`src/rtl/mips_mc_control_v2_if.sv`:
```
// Control-to-datapath bundle for the multi-cycle MIPS controller.
// master: controller side (reads opcode/mem_ready, drives strobes/selects).
// slave:  datapath/memory side (drives opcode/mem_ready, reads strobes/selects).
interface mips_mc_control_v2_if #(
    parameter int OPCODE_W = 6
);
    logic [OPCODE_W-1:0] opcode;
    logic                mem_ready;
    logic                mem_req;
    logic                IorD;
    logic                MemWrite;
    logic                IRWrite;
    logic                PCWrite;
    logic                Branch;
    logic                BranchNE;
    logic                ALUSrcA;
    logic                RegWrite;
    logic [1:0]          PCSrc;
    logic [1:0]          ALUSrcB;
    logic [2:0]          ALUOp;
    logic [1:0]          RegDst;
    logic [1:0]          MemtoReg;
    logic                exception;
    logic [1:0]          exc_cause;
    logic [3:0]          state_dbg;

    modport master (
        input  opcode, mem_ready,
        output mem_req, IorD, MemWrite, IRWrite, PCWrite, Branch, BranchNE,
               ALUSrcA, RegWrite, PCSrc, ALUSrcB, ALUOp, RegDst, MemtoReg,
               exception, exc_cause, state_dbg
    );

    modport slave (
        output opcode, mem_ready,
        input  mem_req, IorD, MemWrite, IRWrite, PCWrite, Branch, BranchNE,
               ALUSrcA, RegWrite, PCSrc, ALUSrcB, ALUOp, RegDst, MemtoReg,
               exception, exc_cause, state_dbg
    );
endinterface

```
`src/rtl/mips_mc_control_v2.sv`:
```
// Multi-cycle MIPS control FSM with memory wait states, wait-timeout trap and sticky cause.
// Latency: Moore outputs registered from next state; IRWrite/PCWrite(FETCH)/MemWrite gated by mem_ready.
// Backpressure: FETCH/MEMRD/MEMWR hold until mem_ready; WAIT_MAX stalled cycles trap to the vector.
// Ports: clk, reset (sync, active-high, forces all outputs 0), bus (master modport of the _if).
// Optional macro ILLEGAL_TRAP_EN: undefined opcodes trap with cause 01 instead of acting as NOP.
module mips_mc_control_v2 #(
    parameter int         OPCODE_W     = 6,
    parameter int         WAIT_MAX     = 15,     // 1..255
    parameter int         CNT_W        = 8,      // 2^CNT_W > WAIT_MAX
    parameter logic [1:0] TRAP_VEC_SEL = 2'b11
) (
    input  logic clk,
    input  logic reset,
    mips_mc_control_v2_if.master bus
);

    localparam logic [OPCODE_W-1:0] OP_RTYPE = OPCODE_W'(0);
    localparam logic [OPCODE_W-1:0] OP_J     = OPCODE_W'(2);
    localparam logic [OPCODE_W-1:0] OP_JAL   = OPCODE_W'(3);
    localparam logic [OPCODE_W-1:0] OP_BEQ   = OPCODE_W'(4);
    localparam logic [OPCODE_W-1:0] OP_BNE   = OPCODE_W'(5);
    localparam logic [OPCODE_W-1:0] OP_ADDI  = OPCODE_W'(8);
    localparam logic [OPCODE_W-1:0] OP_SLTI  = OPCODE_W'(10);
    localparam logic [OPCODE_W-1:0] OP_ANDI  = OPCODE_W'(12);
    localparam logic [OPCODE_W-1:0] OP_ORI   = OPCODE_W'(13);
    localparam logic [OPCODE_W-1:0] OP_LW    = OPCODE_W'(35);
    localparam logic [OPCODE_W-1:0] OP_SW    = OPCODE_W'(43);

    localparam logic [CNT_W-1:0] CNT_LAST = CNT_W'(WAIT_MAX - 1);

    typedef enum logic [3:0] {
        S_FETCH  = 4'd0,  S_DECODE = 4'd1,  S_MEMADR = 4'd2,  S_MEMRD = 4'd3,
        S_MEMWB  = 4'd4,  S_MEMWR  = 4'd5,  S_EXEC   = 4'd6,  S_ALUWB = 4'd7,
        S_BRANCH = 4'd8,  S_IEXEC  = 4'd9,  S_IWB    = 4'd10, S_JUMP  = 4'd11,
        S_JAL    = 4'd12, S_TRAP   = 4'd13
    } state_t;

    // Registered control word. *_rdy fields still need mem_ready before they
    // become visible strobes; pcwrite is the unconditional PC write.
    typedef struct packed {
        logic       mem_req;
        logic       iord;
        logic       memwrite_rdy;
        logic       irwrite_rdy;
        logic       pcwrite_rdy;
        logic       pcwrite;
        logic       branch;
        logic       branchne;
        logic       alusrca;
        logic       regwrite;
        logic [1:0] pcsrc;
        logic [1:0] alusrcb;
        logic [2:0] aluop;
        logic [1:0] regdst;
        logic [1:0] memtoreg;
        logic       exception;
    } ctl_t;

    state_t           state_q, state_d;
    logic [CNT_W-1:0] wait_cnt_q, wait_cnt_d;
    logic [1:0]       cause_q, cause_d;
    ctl_t             ctl_q;
    logic             timeout;

    function automatic logic is_mem_state(input state_t s);
        return (s == S_FETCH) || (s == S_MEMRD) || (s == S_MEMWR);
    endfunction

    // Opcode is the IR, stable from DECODE until the next fetch completes, so
    // sampling it when entering BRANCH/IEXEC matches a live decode.
    function automatic ctl_t decode(input state_t s, input logic [OPCODE_W-1:0] op);
        ctl_t c;
        c = '0;
        case (s)
            S_FETCH: begin
                c.mem_req     = 1'b1;
                c.irwrite_rdy = 1'b1;
                c.pcwrite_rdy = 1'b1;
                c.alusrcb     = 2'b01;
            end
            S_DECODE:  c.alusrcb = 2'b11;
            S_MEMADR: begin
                c.alusrca = 1'b1;
                c.alusrcb = 2'b10;
            end
            S_MEMRD: begin
                c.mem_req = 1'b1;
                c.iord    = 1'b1;
            end
            S_MEMWB: begin
                c.regwrite = 1'b1;
                c.memtoreg = 2'b01;
            end
            S_MEMWR: begin
                c.mem_req      = 1'b1;
                c.iord         = 1'b1;
                c.memwrite_rdy = 1'b1;
            end
            S_EXEC: begin
                c.alusrca = 1'b1;
                c.aluop   = 3'b010;
            end
            S_ALUWB: begin
                c.regwrite = 1'b1;
                c.regdst   = 2'b01;
            end
            S_BRANCH: begin
                c.alusrca  = 1'b1;
                c.aluop    = 3'b001;
                c.pcsrc    = 2'b01;
                c.branch   = (op == OP_BEQ);
                c.branchne = (op == OP_BNE);
            end
            S_IEXEC: begin
                c.alusrca = 1'b1;
                c.alusrcb = 2'b10;
                case (op)
                    OP_ANDI: c.aluop = 3'b011;
                    OP_ORI:  c.aluop = 3'b100;
                    OP_SLTI: c.aluop = 3'b101;
                    default: c.aluop = 3'b000;
                endcase
            end
            S_IWB:     c.regwrite = 1'b1;
            S_JUMP: begin
                c.pcwrite = 1'b1;
                c.pcsrc   = 2'b10;
            end
            S_JAL: begin
                c.pcwrite  = 1'b1;
                c.pcsrc    = 2'b10;
                c.regwrite = 1'b1;
                c.regdst   = 2'b10;
                c.memtoreg = 2'b10;
            end
            S_TRAP: begin
                c.exception = 1'b1;
                c.pcwrite   = 1'b1;
                c.pcsrc     = TRAP_VEC_SEL;
            end
            default: c = '0;
        endcase
        return c;
    endfunction

    always_comb begin
        state_d    = state_q;
        wait_cnt_d = wait_cnt_q;
        cause_d    = cause_q;
        timeout    = is_mem_state(state_q) && !bus.mem_ready && (wait_cnt_q == CNT_LAST);

        case (state_q)
            S_FETCH:  if (bus.mem_ready) state_d = S_DECODE;
            S_DECODE: begin
                case (bus.opcode)
                    OP_LW, OP_SW:                     state_d = S_MEMADR;
                    OP_RTYPE:                         state_d = S_EXEC;
                    OP_ADDI, OP_ANDI, OP_ORI, OP_SLTI: state_d = S_IEXEC;
                    OP_BEQ, OP_BNE:                   state_d = S_BRANCH;
                    OP_J:                             state_d = S_JUMP;
                    OP_JAL:                           state_d = S_JAL;
                    default: begin
`ifdef ILLEGAL_TRAP_EN
                        state_d = S_TRAP;
                        cause_d = 2'b01;
`else
                        state_d = S_FETCH;
`endif
                    end
                endcase
            end
            S_MEMADR: state_d = (bus.opcode == OP_LW) ? S_MEMRD : S_MEMWR;
            S_MEMRD:  if (bus.mem_ready) state_d = S_MEMWB;
            S_MEMWR:  if (bus.mem_ready) state_d = S_FETCH;
            S_EXEC:   state_d = S_ALUWB;
            S_IEXEC:  state_d = S_IWB;
            default:  state_d = S_FETCH;   // MEMWB, ALUWB, IWB, BRANCH, JUMP, JAL, TRAP
        endcase

        // mem_ready on the last allowed cycle already kept timeout low above.
        if (timeout) begin
            state_d = S_TRAP;
            cause_d = 2'b10;
        end

        if (bus.mem_ready || (is_mem_state(state_d) && (state_d != state_q)))
            wait_cnt_d = '0;
        else if (is_mem_state(state_q))
            wait_cnt_d = wait_cnt_q + 1'b1;
    end

    always_ff @(posedge clk) begin
        if (reset) begin
            state_q    <= S_FETCH;
            wait_cnt_q <= '0;
            cause_q    <= 2'b00;
            ctl_q      <= decode(S_FETCH, bus.opcode);
        end else begin
            state_q    <= state_d;
            wait_cnt_q <= wait_cnt_d;
            cause_q    <= cause_d;
            ctl_q      <= decode(state_d, bus.opcode);
        end
    end

    // Reset blanks every output, including the debug state and sticky cause.
    logic live;
    assign live = !reset;

    assign bus.mem_req   = live & ctl_q.mem_req;
    assign bus.IorD      = live & ctl_q.iord;
    assign bus.MemWrite  = live & ctl_q.memwrite_rdy & bus.mem_ready;
    assign bus.IRWrite   = live & ctl_q.irwrite_rdy & bus.mem_ready;
    assign bus.PCWrite   = live & (ctl_q.pcwrite | (ctl_q.pcwrite_rdy & bus.mem_ready));
    assign bus.Branch    = live & ctl_q.branch;
    assign bus.BranchNE  = live & ctl_q.branchne;
    assign bus.ALUSrcA   = live & ctl_q.alusrca;
    assign bus.RegWrite  = live & ctl_q.regwrite;
    assign bus.PCSrc     = {2{live}} & ctl_q.pcsrc;
    assign bus.ALUSrcB   = {2{live}} & ctl_q.alusrcb;
    assign bus.ALUOp     = {3{live}} & ctl_q.aluop;
    assign bus.RegDst    = {2{live}} & ctl_q.regdst;
    assign bus.MemtoReg  = {2{live}} & ctl_q.memtoreg;
    assign bus.exception = live & ctl_q.exception;
    assign bus.exc_cause = {2{live}} & cause_q;
    assign bus.state_dbg = {4{live}} & state_q;

endmodule

```
`src/flat_wrapper.sv`:
```
// flat-port wrapper written by rule: the top's interface ports become plain ports
module mips_mc_control_v2_flat 
#(
    parameter int         OPCODE_W     = 6,
    parameter int         WAIT_MAX     = 15,              
    parameter int         CNT_W        = 8,                           
    parameter logic [1:0] TRAP_VEC_SEL = 2'b11
)
  (clk, reset, bus_opcode, bus_mem_ready, bus_mem_req, bus_IorD, bus_MemWrite, bus_IRWrite, bus_PCWrite, bus_Branch, bus_BranchNE, bus_ALUSrcA, bus_RegWrite, bus_PCSrc, bus_ALUSrcB, bus_ALUOp, bus_RegDst, bus_MemtoReg, bus_exception, bus_exc_cause, bus_state_dbg);
  mips_mc_control_v2_if #(.OPCODE_W(OPCODE_W)) bus_i ();
  input  logic clk;
  input  logic reset;
  input wire logic [$bits(bus_i.opcode)-1:0] bus_opcode;
  input wire logic [$bits(bus_i.mem_ready)-1:0] bus_mem_ready;
  output wire logic [$bits(bus_i.mem_req)-1:0] bus_mem_req;
  output wire logic [$bits(bus_i.IorD)-1:0] bus_IorD;
  output wire logic [$bits(bus_i.MemWrite)-1:0] bus_MemWrite;
  output wire logic [$bits(bus_i.IRWrite)-1:0] bus_IRWrite;
  output wire logic [$bits(bus_i.PCWrite)-1:0] bus_PCWrite;
  output wire logic [$bits(bus_i.Branch)-1:0] bus_Branch;
  output wire logic [$bits(bus_i.BranchNE)-1:0] bus_BranchNE;
  output wire logic [$bits(bus_i.ALUSrcA)-1:0] bus_ALUSrcA;
  output wire logic [$bits(bus_i.RegWrite)-1:0] bus_RegWrite;
  output wire logic [$bits(bus_i.PCSrc)-1:0] bus_PCSrc;
  output wire logic [$bits(bus_i.ALUSrcB)-1:0] bus_ALUSrcB;
  output wire logic [$bits(bus_i.ALUOp)-1:0] bus_ALUOp;
  output wire logic [$bits(bus_i.RegDst)-1:0] bus_RegDst;
  output wire logic [$bits(bus_i.MemtoReg)-1:0] bus_MemtoReg;
  output wire logic [$bits(bus_i.exception)-1:0] bus_exception;
  output wire logic [$bits(bus_i.exc_cause)-1:0] bus_exc_cause;
  output wire logic [$bits(bus_i.state_dbg)-1:0] bus_state_dbg;
  assign bus_i.opcode = bus_opcode;
  assign bus_i.mem_ready = bus_mem_ready;
  assign bus_mem_req = bus_i.mem_req;
  assign bus_IorD = bus_i.IorD;
  assign bus_MemWrite = bus_i.MemWrite;
  assign bus_IRWrite = bus_i.IRWrite;
  assign bus_PCWrite = bus_i.PCWrite;
  assign bus_Branch = bus_i.Branch;
  assign bus_BranchNE = bus_i.BranchNE;
  assign bus_ALUSrcA = bus_i.ALUSrcA;
  assign bus_RegWrite = bus_i.RegWrite;
  assign bus_PCSrc = bus_i.PCSrc;
  assign bus_ALUSrcB = bus_i.ALUSrcB;
  assign bus_ALUOp = bus_i.ALUOp;
  assign bus_RegDst = bus_i.RegDst;
  assign bus_MemtoReg = bus_i.MemtoReg;
  assign bus_exception = bus_i.exception;
  assign bus_exc_cause = bus_i.exc_cause;
  assign bus_state_dbg = bus_i.state_dbg;
  mips_mc_control_v2 #(.OPCODE_W(OPCODE_W), .WAIT_MAX(WAIT_MAX), .CNT_W(CNT_W), .TRAP_VEC_SEL(TRAP_VEC_SEL)) u_core (.clk(clk), .reset(reset), .bus(bus_i));
endmodule
```
`config.mk`:
```
export PLATFORM = sky130hd
export DESIGN_NAME = mips_mc_control_v2_flat
export DESIGN_NICKNAME = d
export VERILOG_FILES = /design/src/rtl/mips_mc_control_v2_if.sv /design/src/rtl/mips_mc_control_v2.sv /design/src/flat_wrapper.sv
export SDC_FILE = /design/constraint.sdc
export NUM_CORES = 1
export LEC_CHECK = 0
export BUFFER_PORTS_ARGS = -buffer_cell sky130_fd_sc_hd__buf_2
export CAP_MARGIN = 20
export CELL_PAD_IN_SITES_DETAIL_PLACEMENT = 0
export CELL_PAD_IN_SITES_GLOBAL_PLACEMENT = 1
export CORE_AREA = 2 2 78 80
export DETAILED_ROUTE_END_ITERATION = 16
export DIE_AREA = 0 0 80 82
export GPL_TIMING_DRIVEN = 0
export PLACE_DENSITY_LB_ADDON = 0.1
export REMOVE_ABC_BUFFERS = 1
export SLEW_MARGIN = 20
export SYNTH_ARGS = -nofsm -noshare
export SYNTH_HDL_FRONTEND = slang
export SYNTH_SLANG_ARGS = --single-unit
```
`constraint.sdc`:
```
create_clock -name clk -period 2.6 [get_ports clk]
set_clock_uncertainty 0.2 [all_clocks]
set_input_delay 0 -clock clk [delete_from_list [all_inputs] [get_ports clk]]
set_output_delay 0 -clock clk [all_outputs]
set_load 0.02 [all_outputs]
```
==> flow_summary_export.csv <==
group,metric,value,unit
run_status,status,"finished, final reports clean",
placement,hpwl,2.96,mm
grt,grt-busiest-layer,"met2",
timing,hold_viol,0,
grt,grtUsageTotal,14.4,%
die,core-area,5750,µm²
run,drv_cap,0,
timing,fin_crit,2570,ps
detailed_routing,routedWlPerCell,13.2,µm
timing,max_slew_margin,50.6,%
detailed_routing,drc,0,
die,die_y,82,µm
setup_path,criticalPathCategory,"reg -> reg",
final_layout,finalNonFillerCells,341,
grt,antenna_found_initial,0,
synth,synth.avg_cell_area,8.83,µm²
placement,dp_slack,-486,ps
setup_path,path_cells,"buf_4 > or4b_4 > nor4b_4 > a2111oi_4 > nand2b_1 > a221oi_4 > buf_6 > a2111oi_4",
setup_path,worstSetupStartpointType,"register",
grt,grt_pass1_vias,1557,
die,die_w,80,µm
clocking,clock-sinks,32,
placement,io_buffers,34,
timing,period_share,98.7,%
detailed_routing,num_vias,1685,
detailed_routing,viasPerCell,4.94,
clocking,clkLatencyLatePin,290,ps
final_layout,fin_nets,277,
grt,grtUsageMet3,2.97,%
final_layout,syn2layout_area_growth,30.7,%
die,dieArea,6560,µm²
clocking,tritoncts,"done",
synth,yosysWarnings,0,
grt,grt_pass1_wl,7.33,mm
synth,synth-seq-cells,32,
detailed_routing,first_pass_iters,4,
final_layout,layout-drive-gt1-share,37.6,%
final_layout,antennaDiodeCount,0,
timing,fin_hold_ws,31.0,ps
setup_path,arrival,2520,ps
pwr,design_power_total,1050,µW
setup_path,cp_slowest_cell,"or4b_4",
clocking,numCtsBuffers,5,
final_layout,most-common-layout-cells,"34 x buf_2, 28 x dfxtp_1, 22 x nor2b_1, 19 x nor2_1, 17 x buf_4",
final_layout,final_common_cell,"buf_2",
synth,syn_inst,217,
grt,grt_max_degree,44,
synth,synth-main-ff-cell,"dfxtp_1",
die,std_cell_rows,28,
timing,setup_viol_count_final,0,
worst_hold_path,hold_path_class,"in -> reg",
detailed_routing,drt_wl_total,4.50,mm
grt,overflow,0,
setup_path,cpMostUsedCell,"a2111oi_4",
pwr,power_density,419,nW/µm²
clocking,cts_buffer_depth,2,
synth,synth-edff-count,0,
placement,dp.cells,311,
synth,syn_area,1920,µm²
pwr,leakage,0.00102,µW
synth,synth-seq-area-share,33.4,%
timing,tightest_slew,742,ps
grt,grt.met1_usage,18.8,%
detailed_routing,drt_iter0_markers,66,
synth,async_flop_share,0,%
synth,ys_types,61,
grt,grtUsageMet2,23.8,%
timing,rsz0062_at_grt,"true",
pwr,ir_worst_vdd,165,µV
die,ios,36,
die,initial_core_util,33.4,%
clocking,htree_levels,2,
final_layout,design_area,2500,µm²
clocking,clk_pin_slew,70,ps
placement,post_dp_cell_area,2110,µm²
detailed_routing,antenna_left,0,
clocking,root_buffer,"clkbuf_8",
setup_path,required,2550,ps
placement,gp_congestion,0.693,
timing,fmax,390,MHz
final_layout,fill_cells,615,
setup_path,worstPathMaxFanout,7,
setup_path,endpoint_kind,"register",
timing,setup_slack,32.9,ps
timing,slew_viol_final,0,
setup_path,cpPeakStageDelay,500,ps
[through the flow]
step | utilization (%) | TNS [ps]
2_1_floorplan | - | -1150
3_5_place_dp | 36.7 | -5760
5_1_grt | 43.6 | -583
4_1_cts | 41.0 | 0
3_3_place_gp | 36.5 | -14860
6_report | 43.6 | 0
[what timing repair did]
action                                  in CTS  in global routing
hold buffers                                 3                  0
hold endpoints to repair                     5                  0
pin swaps                                    6                 10
endpoints found under the setup margin      20                 13
buffers inserted                            11                  9
gates resized for setup                     11                 16
[critical path: cells and delay by family, from the launching register on]
kind | cells | cell delay, ps
and+or+nand+nor | 3 | 1080
AOI/OAI and AO/OA | 3 | 480
DFF | 1 | 380
buffers and inverters | 2 | 300
[state kept, by name, indices dropped and copies added (netlist names)]
| name | flops |
|---|---|
| u_core.wait_cnt_q | 8 |
| u_core.state_q | 4 |
| u_core.ctl_q | 19 |
| u_core.cause_q | 1 |
[cell type report]
type / instances / area [µm²] / area share [%]
clock inverter: 1 / 5.00 / 0.200
clock buffer: 6 / 72.6 / 2.90
tap: 75 / 93.8 / 3.75
multi-input combinational: 166 / 1290 / 51.6
inverter: 4 / 15.0 / 0.599
sequential: 32 / 656 / 26.2
timing repair buffer: 57 / 370 / 14.8
[cells in the mapped netlist, types with 2 or more instances]
library cell / number / area [µm²]
nand2b_1: 8 / 50.1
nor3_1: 10 / 50.1
and2_1: 3 / 18.8
buf_2: 6 / 30.0
dfxtp_1: 32 / 641
nand3_1: 7 / 35.0
a21o_1: 3 / 22.5
and3b_1: 2 / 17.5
clkbuf_1: 3 / 11.3
buf_1: 2 / 7.51
nand3b_1: 2 / 15.0
or3_1: 3 / 18.8
a31oi_1: 3 / 18.8
nor4_1: 2 / 12.5
buf_4: 3 / 22.5
nor2_1: 19 / 71.3
nor3b_1: 3 / 22.5
ha_1: 2 / 25.0
or2_2: 5 / 31.3
xnor2_1: 5 / 43.8
inv_1: 4 / 15.0
nand2_1: 11 / 41.3
nand4_1: 4 / 25.0
nor2b_1: 22 / 138
or4b_4: 2 / 27.5
xor2_1: 4 / 35.0
a2111oi_2: 3 / 45.0
a21oi_1: 11 / 55.1
[report_power, final]
part	switching, µW	total (µW)	internal (µW)
sequential	6.55	503	497
clock	177	359	182
combinational	107	188	81.2
[final timing paths]
path                                                   startpoint                           endpoint  slack (ps)  cells after the start
worst max-delay path                 u_core.state_q[1]$_SDFF_PP0_  u_core.wait_cnt_q[1]$_SDFFE_PP0N_          30                      8
worst min-delay path                                bus_opcode[5]         u_core.ctl_q[7]$_SDFF_PP0_          30                      5
worst max register to register       u_core.state_q[1]$_SDFF_PP0_  u_core.wait_cnt_q[1]$_SDFFE_PP0N_          30                      8
worst min register to register  u_core.wait_cnt_q[0]$_SDFFE_PP0N_  u_core.wait_cnt_q[0]$_SDFFE_PP0N_         380                      2
[logic make-up (layout without fill, tap and decap cells)]
kind of cell | after synthesis | count (layout) | synth area share (%)
flops | 32 | 32 | 33.4
xor+xnor | 9 | 9 | 4.11
simple gates | 118 | 118 | 38.8
compound gates | 35 | 35 | 16.5
other cells | 1 | 1 | 0.196
mux | 1 | 1 | 0.587
buf+inv | 19 | 68 | 5.09
fa+ha+maj | 2 | 2 | 1.31
[routing by layer]
| layer | share of wire [%] | vias to the layer above |
|---|---|---|
| met1 | 50 | 781 |
| met3 | 3.6 | 7 |
| met5 | 0 | - |
| met4 | 1.2 | 0 |
| met2 | 45 | 32 |
| li1 | - | 865 |
No activity file was read; power rests on OpenSTA's default activity.
